===== src/rtl/key_debounce_pulse_pkg.sv =====
// Shared types and defaults for the flap-key conditioner.
// State encodings, 50 MHz timing defaults, sizing helper.
package key_debounce_pulse_pkg;

  typedef enum logic [1:0] {
    IDLE         = 2'd0,
    PRESS_WAIT   = 2'd1,
    PRESSED      = 2'd2,
    RELEASE_WAIT = 2'd3
  } key_state_e;

  localparam int unsigned DEF_DEBOUNCE = 1_000_000;
  localparam int unsigned DEF_RPT_DLY  = 25_000_000;
  localparam int unsigned DEF_RPT_PER  = 10_000_000;
  localparam int unsigned DEF_CNT_W    = 8;

  function automatic int unsigned max3(
    input int unsigned a,
    input int unsigned b,
    input int unsigned c
  );
    int unsigned m;
    m = a;
    if (b > m) m = b;
    if (c > m) m = c;
    return m;
  endfunction

endpackage


===== src/rtl/key_debounce_pulse_sync_2ff.sv =====
// Two-flop synchroniser for an asynchronous input.
// Reset value is a parameter so an idle key reads as released.
module key_debounce_pulse_sync_2ff #(
  parameter logic RST_VAL = 1'b1
) (
  input  logic iCLK,
  input  logic iRST,
  input  logic d_i,
  output logic q_o
);

  logic s1_q;
  logic s2_q;

  // Shift the raw input through two flops.
  always_ff @(posedge iCLK or negedge iRST) begin
    if (!iRST) begin
      s1_q <= RST_VAL;
      s2_q <= RST_VAL;
    end else begin
      s1_q <= d_i;
      s2_q <= s1_q;
    end
  end

  assign q_o = s2_q;

endmodule


===== src/rtl/key_debounce_pulse.sv =====
// Flap-key conditioner: sync, debounce, press pulse,
// optional hold auto-repeat and a wrapping pulse counter.
module key_debounce_pulse
  import key_debounce_pulse_pkg::*;
#(
  parameter int unsigned DEBOUNCE_CYCLES = DEF_DEBOUNCE,
  parameter int unsigned REPEAT_DELAY    = DEF_RPT_DLY,
  parameter int unsigned REPEAT_PERIOD   = DEF_RPT_PER,
  parameter int unsigned CNT_W           = DEF_CNT_W
) (
  input  logic             iCLK,
  input  logic             iRST,
  input  logic             iKEY_N,
  input  logic             iREPEAT_EN,
  input  logic             iCLR_CNT,
  output logic             oLEVEL,
  output logic             oPULSE,
  output logic [CNT_W-1:0] oCOUNT
);

  localparam int unsigned TMAX =
    max3(DEBOUNCE_CYCLES, REPEAT_DELAY, REPEAT_PERIOD);
  localparam int unsigned TW =
    (TMAX > 1) ? $clog2(TMAX) : 1;

  localparam logic [TW-1:0] DB_LAST = TW'(DEBOUNCE_CYCLES - 1);
  localparam logic [TW-1:0] RD_LAST = TW'(REPEAT_DELAY - 1);
  localparam logic [TW-1:0] RP_LAST = TW'(REPEAT_PERIOD - 1);

  logic             key_n_s;
  logic             key_p;
  key_state_e       state_q;
  logic [TW-1:0]    db_q;
  logic [TW-1:0]    rp_q;
  logic             first_q;
  logic             level_q;
  logic             pulse_q;
  logic [CNT_W-1:0] cnt_q;

  key_debounce_pulse_sync_2ff #(
    .RST_VAL (1'b1)
  ) u_sync (
    .iCLK (iCLK),
    .iRST (iRST),
    .d_i  (iKEY_N),
    .q_o  (key_n_s)
  );

  assign key_p = ~key_n_s;

  // Debounce FSM with repeat timer, pulse and counter.
  always_ff @(posedge iCLK or negedge iRST) begin
    if (!iRST) begin
      state_q <= IDLE;
      db_q    <= '0;
      rp_q    <= '0;
      first_q <= 1'b1;
      level_q <= 1'b0;
      pulse_q <= 1'b0;
      cnt_q   <= '0;
    end else begin
      pulse_q <= 1'b0;
      unique case (state_q)
        IDLE: begin
          if (key_p) begin
            state_q <= PRESS_WAIT;
            db_q    <= '0;
          end
        end
        PRESS_WAIT: begin
          if (!key_p) begin
            state_q <= IDLE;
          end else if (db_q == DB_LAST) begin
            state_q <= PRESSED;
            level_q <= 1'b1;
            pulse_q <= 1'b1;
            cnt_q   <= cnt_q + 1'b1;
            rp_q    <= '0;
            first_q <= 1'b1;
          end else begin
            db_q <= db_q + 1'b1;
          end
        end
        PRESSED: begin
          if (!key_p) begin
            state_q <= RELEASE_WAIT;
            db_q    <= '0;
          end else if (iREPEAT_EN) begin
            if (rp_q == (first_q ? RD_LAST : RP_LAST)) begin
              pulse_q <= 1'b1;
              cnt_q   <= cnt_q + 1'b1;
              rp_q    <= '0;
              first_q <= 1'b0;
            end else begin
              rp_q <= rp_q + 1'b1;
            end
          end else begin
            rp_q    <= '0;
            first_q <= 1'b1;
          end
        end
        RELEASE_WAIT: begin
          if (key_p) begin
            state_q <= PRESSED;
          end else if (db_q == DB_LAST) begin
            state_q <= IDLE;
            level_q <= 1'b0;
          end else begin
            db_q <= db_q + 1'b1;
          end
        end
        default: state_q <= IDLE;
      endcase
      if (iCLR_CNT) cnt_q <= '0;
    end
  end

  assign oLEVEL = level_q;
  assign oPULSE = pulse_q;
  assign oCOUNT = cnt_q;

endmodule


===== config.mk =====
export PLATFORM = sky130hd
export DESIGN_NAME = key_debounce_pulse
export DESIGN_NICKNAME = d
export VERILOG_FILES = /design/src/rtl/key_debounce_pulse_pkg.sv /design/src/rtl/key_debounce_pulse_sync_2ff.sv /design/src/rtl/key_debounce_pulse.sv
export SDC_FILE = /design/constraint.sdc
export NUM_CORES = 1
export LEC_CHECK = 0
export ABC_AREA = 1
export BUFFER_PORTS_ARGS = -buffer_cell sky130_fd_sc_hd__buf_2
export CAP_MARGIN = 20
export CORE_ASPECT_RATIO = 0.8
export CORE_MARGIN = 2
export CORE_UTILIZATION = 40
export CTS_CLUSTER_SIZE = 8
export DETAILED_ROUTE_END_ITERATION = 16
export MAX_ROUTING_LAYER = met4
export PLACE_DENSITY = 0.67
export REMOVE_ABC_BUFFERS = 1
export SLEW_MARGIN = 20
export SYNTH_ARGS = -nofsm -noshare
export SYNTH_HDL_FRONTEND = slang
export SYNTH_SLANG_ARGS = --single-unit

===== constraint.sdc =====
create_clock -name iCLK -period 2.3 [get_ports iCLK]
set_input_delay 0.345 -clock iCLK [delete_from_list [all_inputs] [get_ports iCLK]]
set_output_delay 0.345 -clock iCLK [all_outputs]
set_load 0.1 [all_outputs]

Word-level counts from Yosys, hierarchy flattened

Index checks and enable logic that the tools add are counted.

Add/subtract/negate cells: 3
Equality and inequality tests: 20
Muxes and demuxes: 42
Reduce and logical (&&, ||, !) cells: 10

Operator list:

| kind                                                              | count |
|---|---|
| 25-bit 2-to-1 mux                                                 | 11 |
| 25-bit case mux with 4 select lines                               | 1 |
| 25-bit by 1-bit adder with 25-bit output, second input constant   | 2 |
| 25-bit case mux with 2 select lines                               | 1 |
| 8-bit 2-to-1 mux                                                  | 6 |
| 25-bit by 20-bit == test with 1-bit output, second input constant | 1 |
| 25-bit == test                                                    | 1 |
| 3-bit != test, second input constant                              | 7 |
| 8-bit case mux with 2 select lines                                | 1 |
| 1-bit 2-to-1 mux                                                  | 12 |
| 2-bit 2-to-1 mux                                                  | 6 |
| 4-bit AND reduction                                               | 3 |
| 2-bit != test, second input constant                              | 5 |
| 5-bit AND reduction                                               | 2 |
| 8-bit by 1-bit adder with 8-bit output, second input constant     | 1 |
| 2-bit case mux with 4 select lines                                | 1 |
| 1-bit case mux with 2 select lines                                | 3 |
| 6-bit AND reduction                                               | 1 |
| 2-bit == test, second input constant                              | 2 |
| 2-bit by 1-bit != test with 1-bit output, second input constant   | 2 |
| 2-bit nonzero test                                                | 2 |
| 3-bit by 2-bit != test with 1-bit output, second input constant   | 1 |
| 3-bit nonzero test                                                | 1 |
| 2-bit by 1-bit == test with 1-bit output, second input constant   | 1 |
| 2-bit zero test                                                   | 1 |

Flip-flop bits (word level): 65
Bits of input ports: 5
Output and inout bits: 10

Depth between registers and ports, before layout

Word-level depth: 7
Depth in mapped cells: 13
Depth with buffers taken out: 12

Cells and area by module

A second synthesis with hierarchy kept.

Cell total of the unflattened synthesis: 673
Area, all modules: 4565.6 µm²

Modules (own cells, without submodules):

| module                      | instances | cells an instance | area an instance (µm²) |
|---|---|---|---|
| key_debounce_pulse          | 1         | 671               | 4513.1 |
| key_debounce_pulse_sync_2ff | 1         | 2                 | 52.6 |

Worst setup path before layout

No wires, ideal clock.

Kind: flip-flop to flip-flop
Start point: register cnt_q[0], in the netlist oCOUNT[0]
End point: register cnt_q[6], in the netlist oCOUNT[6]
Data arrival time: 1913 ps
Data required time: 2232 ps
Slack: 319 ps
Stages on the path, launching flop included: 9
Clock period less this slack: 1981 ps
Cells stage by stage: dfrtp_1 > ha_1 > nand2_1 > inv_1 > nand4_1 > xor2_1 > inv_1 > nand4_1 > nand2_1

Longest elaborated chain between the ends: 6
Elaborated cells on any way between the ends: 8

RTL lines:

| element                                    | line                                               | RTL |
|---|---|---|
| start, declared                            | key_debounce_pulse.sv:38                           | `logic [CNT_W-1:0] cnt_q;` |
| start signal, assigned                     | key_debounce_pulse.sv:77                           | `cnt_q <= cnt_q + 1'b1;` |
| start signal, assigned                     | key_debounce_pulse.sv:91                           | `cnt_q <= cnt_q + 1'b1;` |
| 8-bit by 1-bit adder with 8-bit output (*) | key_debounce_pulse.sv:77, key_debounce_pulse.sv:91 |  |
| 8-bit 2-to-1 mux                           | key_debounce_pulse.sv:89                           | `if (rp_q == (first_q ? RD_LAST : RP_LAST)) begin` |
| 8-bit 2-to-1 mux                           | key_debounce_pulse.sv:88                           | `end else if (iREPEAT_EN) begin` |
| 8-bit 2-to-1 mux                           | key_debounce_pulse.sv:85                           | `if (!key_p) begin` |
| 8-bit case mux with 2 select lines (*)     | key_debounce_pulse.sv:63                           | `unique case (state_q)` |
| 8-bit 2-to-1 mux (*)                       | key_debounce_pulse.sv:114                          | `if (iCLR_CNT) cnt_q <= '0;` |

Every way passes the cells marked *; elsewhere a longest branch is shown, timed or not. The select of a mux whose other input is x is not followed.
A chain may end at the register's enable or synchronous reset.

Worst setup path after layout

Start point: register db_q[0]
End point: register rp_q[4]

Longest elaborated chain between the ends: 3

RTL lines:

| element                                    | line                      | RTL |
|---|---|---|
| start, declared                            | key_debounce_pulse.sv:33  | `logic [TW-1:0] db_q;` |
| start signal, assigned                     | key_debounce_pulse.sv:81  | `db_q <= db_q + 1'b1;` |
| start signal, assigned                     | key_debounce_pulse.sv:109 | `db_q <= db_q + 1'b1;` |
| 25-bit by 20-bit == test with 1-bit output | key_debounce_pulse.sv:73  | `end else if (db_q == DB_LAST) begin` |
| 2-bit != test (no source line)             | n/a                       |  |
| 4-bit AND reduction (no source line)       | n/a                       |  |
| end signal, assigned                       | key_debounce_pulse.sv:95  | `rp_q <= rp_q + 1'b1;` |
| end, declared                              | key_debounce_pulse.sv:34  | `logic [TW-1:0] rp_q;` |

Every way passes these cells.

==> impl_metrics.json <==
{
  "place_inst": 905,
  "drv_cap": 0,
  "slew_viol_final": 0,
  "yosys-top-cells-count": "nand2_1 (247), nor2_1 (118), inv_1 (75)",
  "critical_path_arrival_ns": 2.36,
  "yosysUniqueCellTypes": 38,
  "synthCells": 746,
  "routed_via_density": 5.10,
  "status": "finished, final reports clean",
  "htreeDepth": 3,
  "setup_viol": 0,
  "grt_pass1_vias": 4246,
  "hold_violations": 0,
  "cts_tree": "yes",
  "p_per_area_nw_per_um2": 859,
  "synth_xor_area_share_pct": 4.51,
  "synth_area_um2": 4860,
  "post_dp_cell_area_um2": 5130,
  "grt_use_total_pct": 21.1,
  "start_util_pct": 41.6,
  "period_share_pct": 92.7,
  "wirelength_mm": 12.6,
  "whs_ns": 0.0420,
  "min_path_type": "in -> async",
  "ys_ff_latch": 65,
  "stdcell_count": 921,
  "gp_congestion": 1.01,
  "ys.flop_type": "dfrtp_1",
  "multi_input_area_um2": 2800,
  "skew_ns": 0.00766,
  "numPortBuffers": 14,
  "die_h_um": 103,
  "leakagePower_nw": 2.62,
  "n_fill_cell": 1165,
  "timing.fmax_mhz": 469,
  "synth_compound_area_share_pct": 5.15,
  "drt_first_pass_iters": 5,
  "synthAdderAreaFrac_pct": 1.80,
  "p_total_w": 0.00469,
  "nNetsFinal": 780,
  "critPathLaunchType": "flip-flop",
  "slowest_delay_ns": 0.42,
  "finalSetupTns_ns": 0,
  "drc_errors": 0,
  "syn_to_final_growth_pct": 12.4,
  "cts_buffers": 9,
  "ios": 15,
  "yosysWarnings": 0,
  "via_count": 4701,
  "die_w_um": 127,
  "core_um2": 11700,
  "die_area_um2": 13100,
  "fp-row-count": 35,
  "required_ns": 2.53,
  "async_flop_share_pct": 100,
  "yosysTopAreaCell": "dfrtp_1",
  "cp_max_fo": 16,
  "synthSimpleGateAreaFrac_pct": 46.2,
  "detailedRoute.firstIterationViolations": 372,
  "ir_worst_vdd_mv": 0.791,
  "gr-total-overflow": 0,
  "num_antenna_cells": 0,
  "synth_top_family_by_area": "simple AND/OR/NAND/NOR gates",
  "yosys.area.top_type_share_pct": 31.9,
  "cp-end-kind": "flip-flop",
  "post_cts_buffers": 0,
  "drive_gt1_share_pct": 11.0,
  "clk-insertion-delay-late_ns": 0.34,
  "synthTopCellsByArea": "dfrtp_1 (32%), nand2_1 (19%), nor2_1 (9.1%)",
  "wl_per_cell_um": 13.7,
  "max_slew_margin_pct": 55.7,
  "synth-edff-count": 0,
  "regArea_um2": 1630,
  "period_needed_ns": 2.13,
  "antenna_left": 0,
  "cpMaxStageDelayCell": "dfrtp_1",
  "worstMarginPinSlew_ns": 0.664,
  "grt_antenna_before_repair": 0,
  "grt_setup_unrepaired": "no",
  "fin_area_um2": 5460,
  "cts_buffer_depth": 2,
  "critPathKind": "reg -> reg",
  "dpl.hpwl_mm": 9.36,
  "grt_max_degree": 29,
  "grt_pass1_wl_mm": 21.1,
  "worstPathCellList": "ha_1, nand2_1, nor2_2, nand2_2, nor2_2, nand3_2, nand2_4, nand2_4, nor2_8, buf_4, nand3_1, nand2_1, nor2_1",
  "avgSynthCellArea_um2": 6.51,
  "ys_seq_area_share_pct": 33.5,
  "clk_pin_slew_ns": 0.06,
  "clockRootBuffer": "clkbuf_16",
  "synth.area.mux_share_pct": 0,
  "cts_sinks": 65,
  "yosysMostFrequentCell": "nand2_1"
}
==> path summary, 6_finish.rpt <==
| path | cells past startpoint | startpoint | to | slack (ns) |
|---|---|---|---|---|
| max | 13 | db_q[0] | rp_q[4] | 0.17 |
| min | 1 | iRST | db_q[0] | 0.04 |
| max reg2reg | 13 | db_q[0] | rp_q[4] | 0.17 |
| min reg2reg | 0 | u_sync.s1_q | u_sync.q_o | 0.35 |
| max in group asynchronous | 2 | iRST | u_sync.q_o | 1.62 |
| min in group iCLK | 1 | iKEY_N | u_sync.s1_q | 0.11 |
==> layout make-up <==
type,instances,area share (%)
flip-flops and latches,65,29.9
repair buffers,30,3.71
multi-input cells,580,51.4
clock buffers,11,4.63
clock inverters,5,1.42
inverters,82,5.64
well taps,148,3.39
==> per-stage QoR <==
step | util (%) | setup slack [ns]
after detailed placement | 43.9 | 0.194
final | 46.7 | 0.169
after global placement | 43.9 | 0.233
after floorplan | - | 0.144
after global routing | 46.7 | 0.00862
after CTS | 46.7 | 0.178
==> metal layers <==
metal | GRT usage [%] | share of wire [%] | routed length [um] | up-vias
li1 | - | - | - | 2417
met3 | 5.29 | 7.7 | 963 | 12
met1 | 31.4 | 53 | 6640 | 2126
met2 | 28.1 | 38 | 4820 | 146
met5 | - | 0 | 0 | -
met4 | 5.66 | 1.2 | 153 | 0
==> placed cells by master, fill, tap and decap left out, types with 9 or more instances in the layout <==
cell and n:
nand4_1 38, buf_4 15, xor2_1 18, nand2_1 246, nor2_1 118, clkbuf_16 9
o21ai_0 23, dfrtp_1 62, nand3_1 69, buf_2 14, inv_1 75
==> power breakdown <==
part | internal [W] | leakage [nW] | switching [W]
Combinational | 0.000511 | 1.57 | 0.00134
Sequential | 0.00123 | 0.890 | 0.0000943
Clock | 0.00100 | 0.162 | 0.000508
Total | 0.00274 | 2.62 | 0.00195
==> registers in the layout, summed over array words and instances, names as in the netlist, named ones only <==
register	flops
state_q	1
u_sync.q_o	1
db_q	25
rp_q	25
oLEVEL	1
oPULSE	1
oCOUNT	8
u_sync.s1_q	1
first_q	1
==> kinds of logic (layout without fill, tap and decap cells) <==
logic type,Yosys count,in the layout
fa+ha+maj,7,7
xor+xnor,25,25
flops,65,65
compound gates,42,42
simple gates,506,506
buf+inv,101,128
==> critical path: cells and delay by family (launching register included) <==
kind	cells	cell delay (ns)
DFF	1	0.42
adders and majority gates	1	0.27
buffers and inverters	1	0.21
and+or+nand+nor	11	1.13
==> timing repair <==
action | in CTS | in global routing
hold buffers | 0 | 0
gates resized for setup | 0 | 1
endpoints found under the setup margin | 0 | 3
No activity file was read; power rests on OpenSTA's default activity.
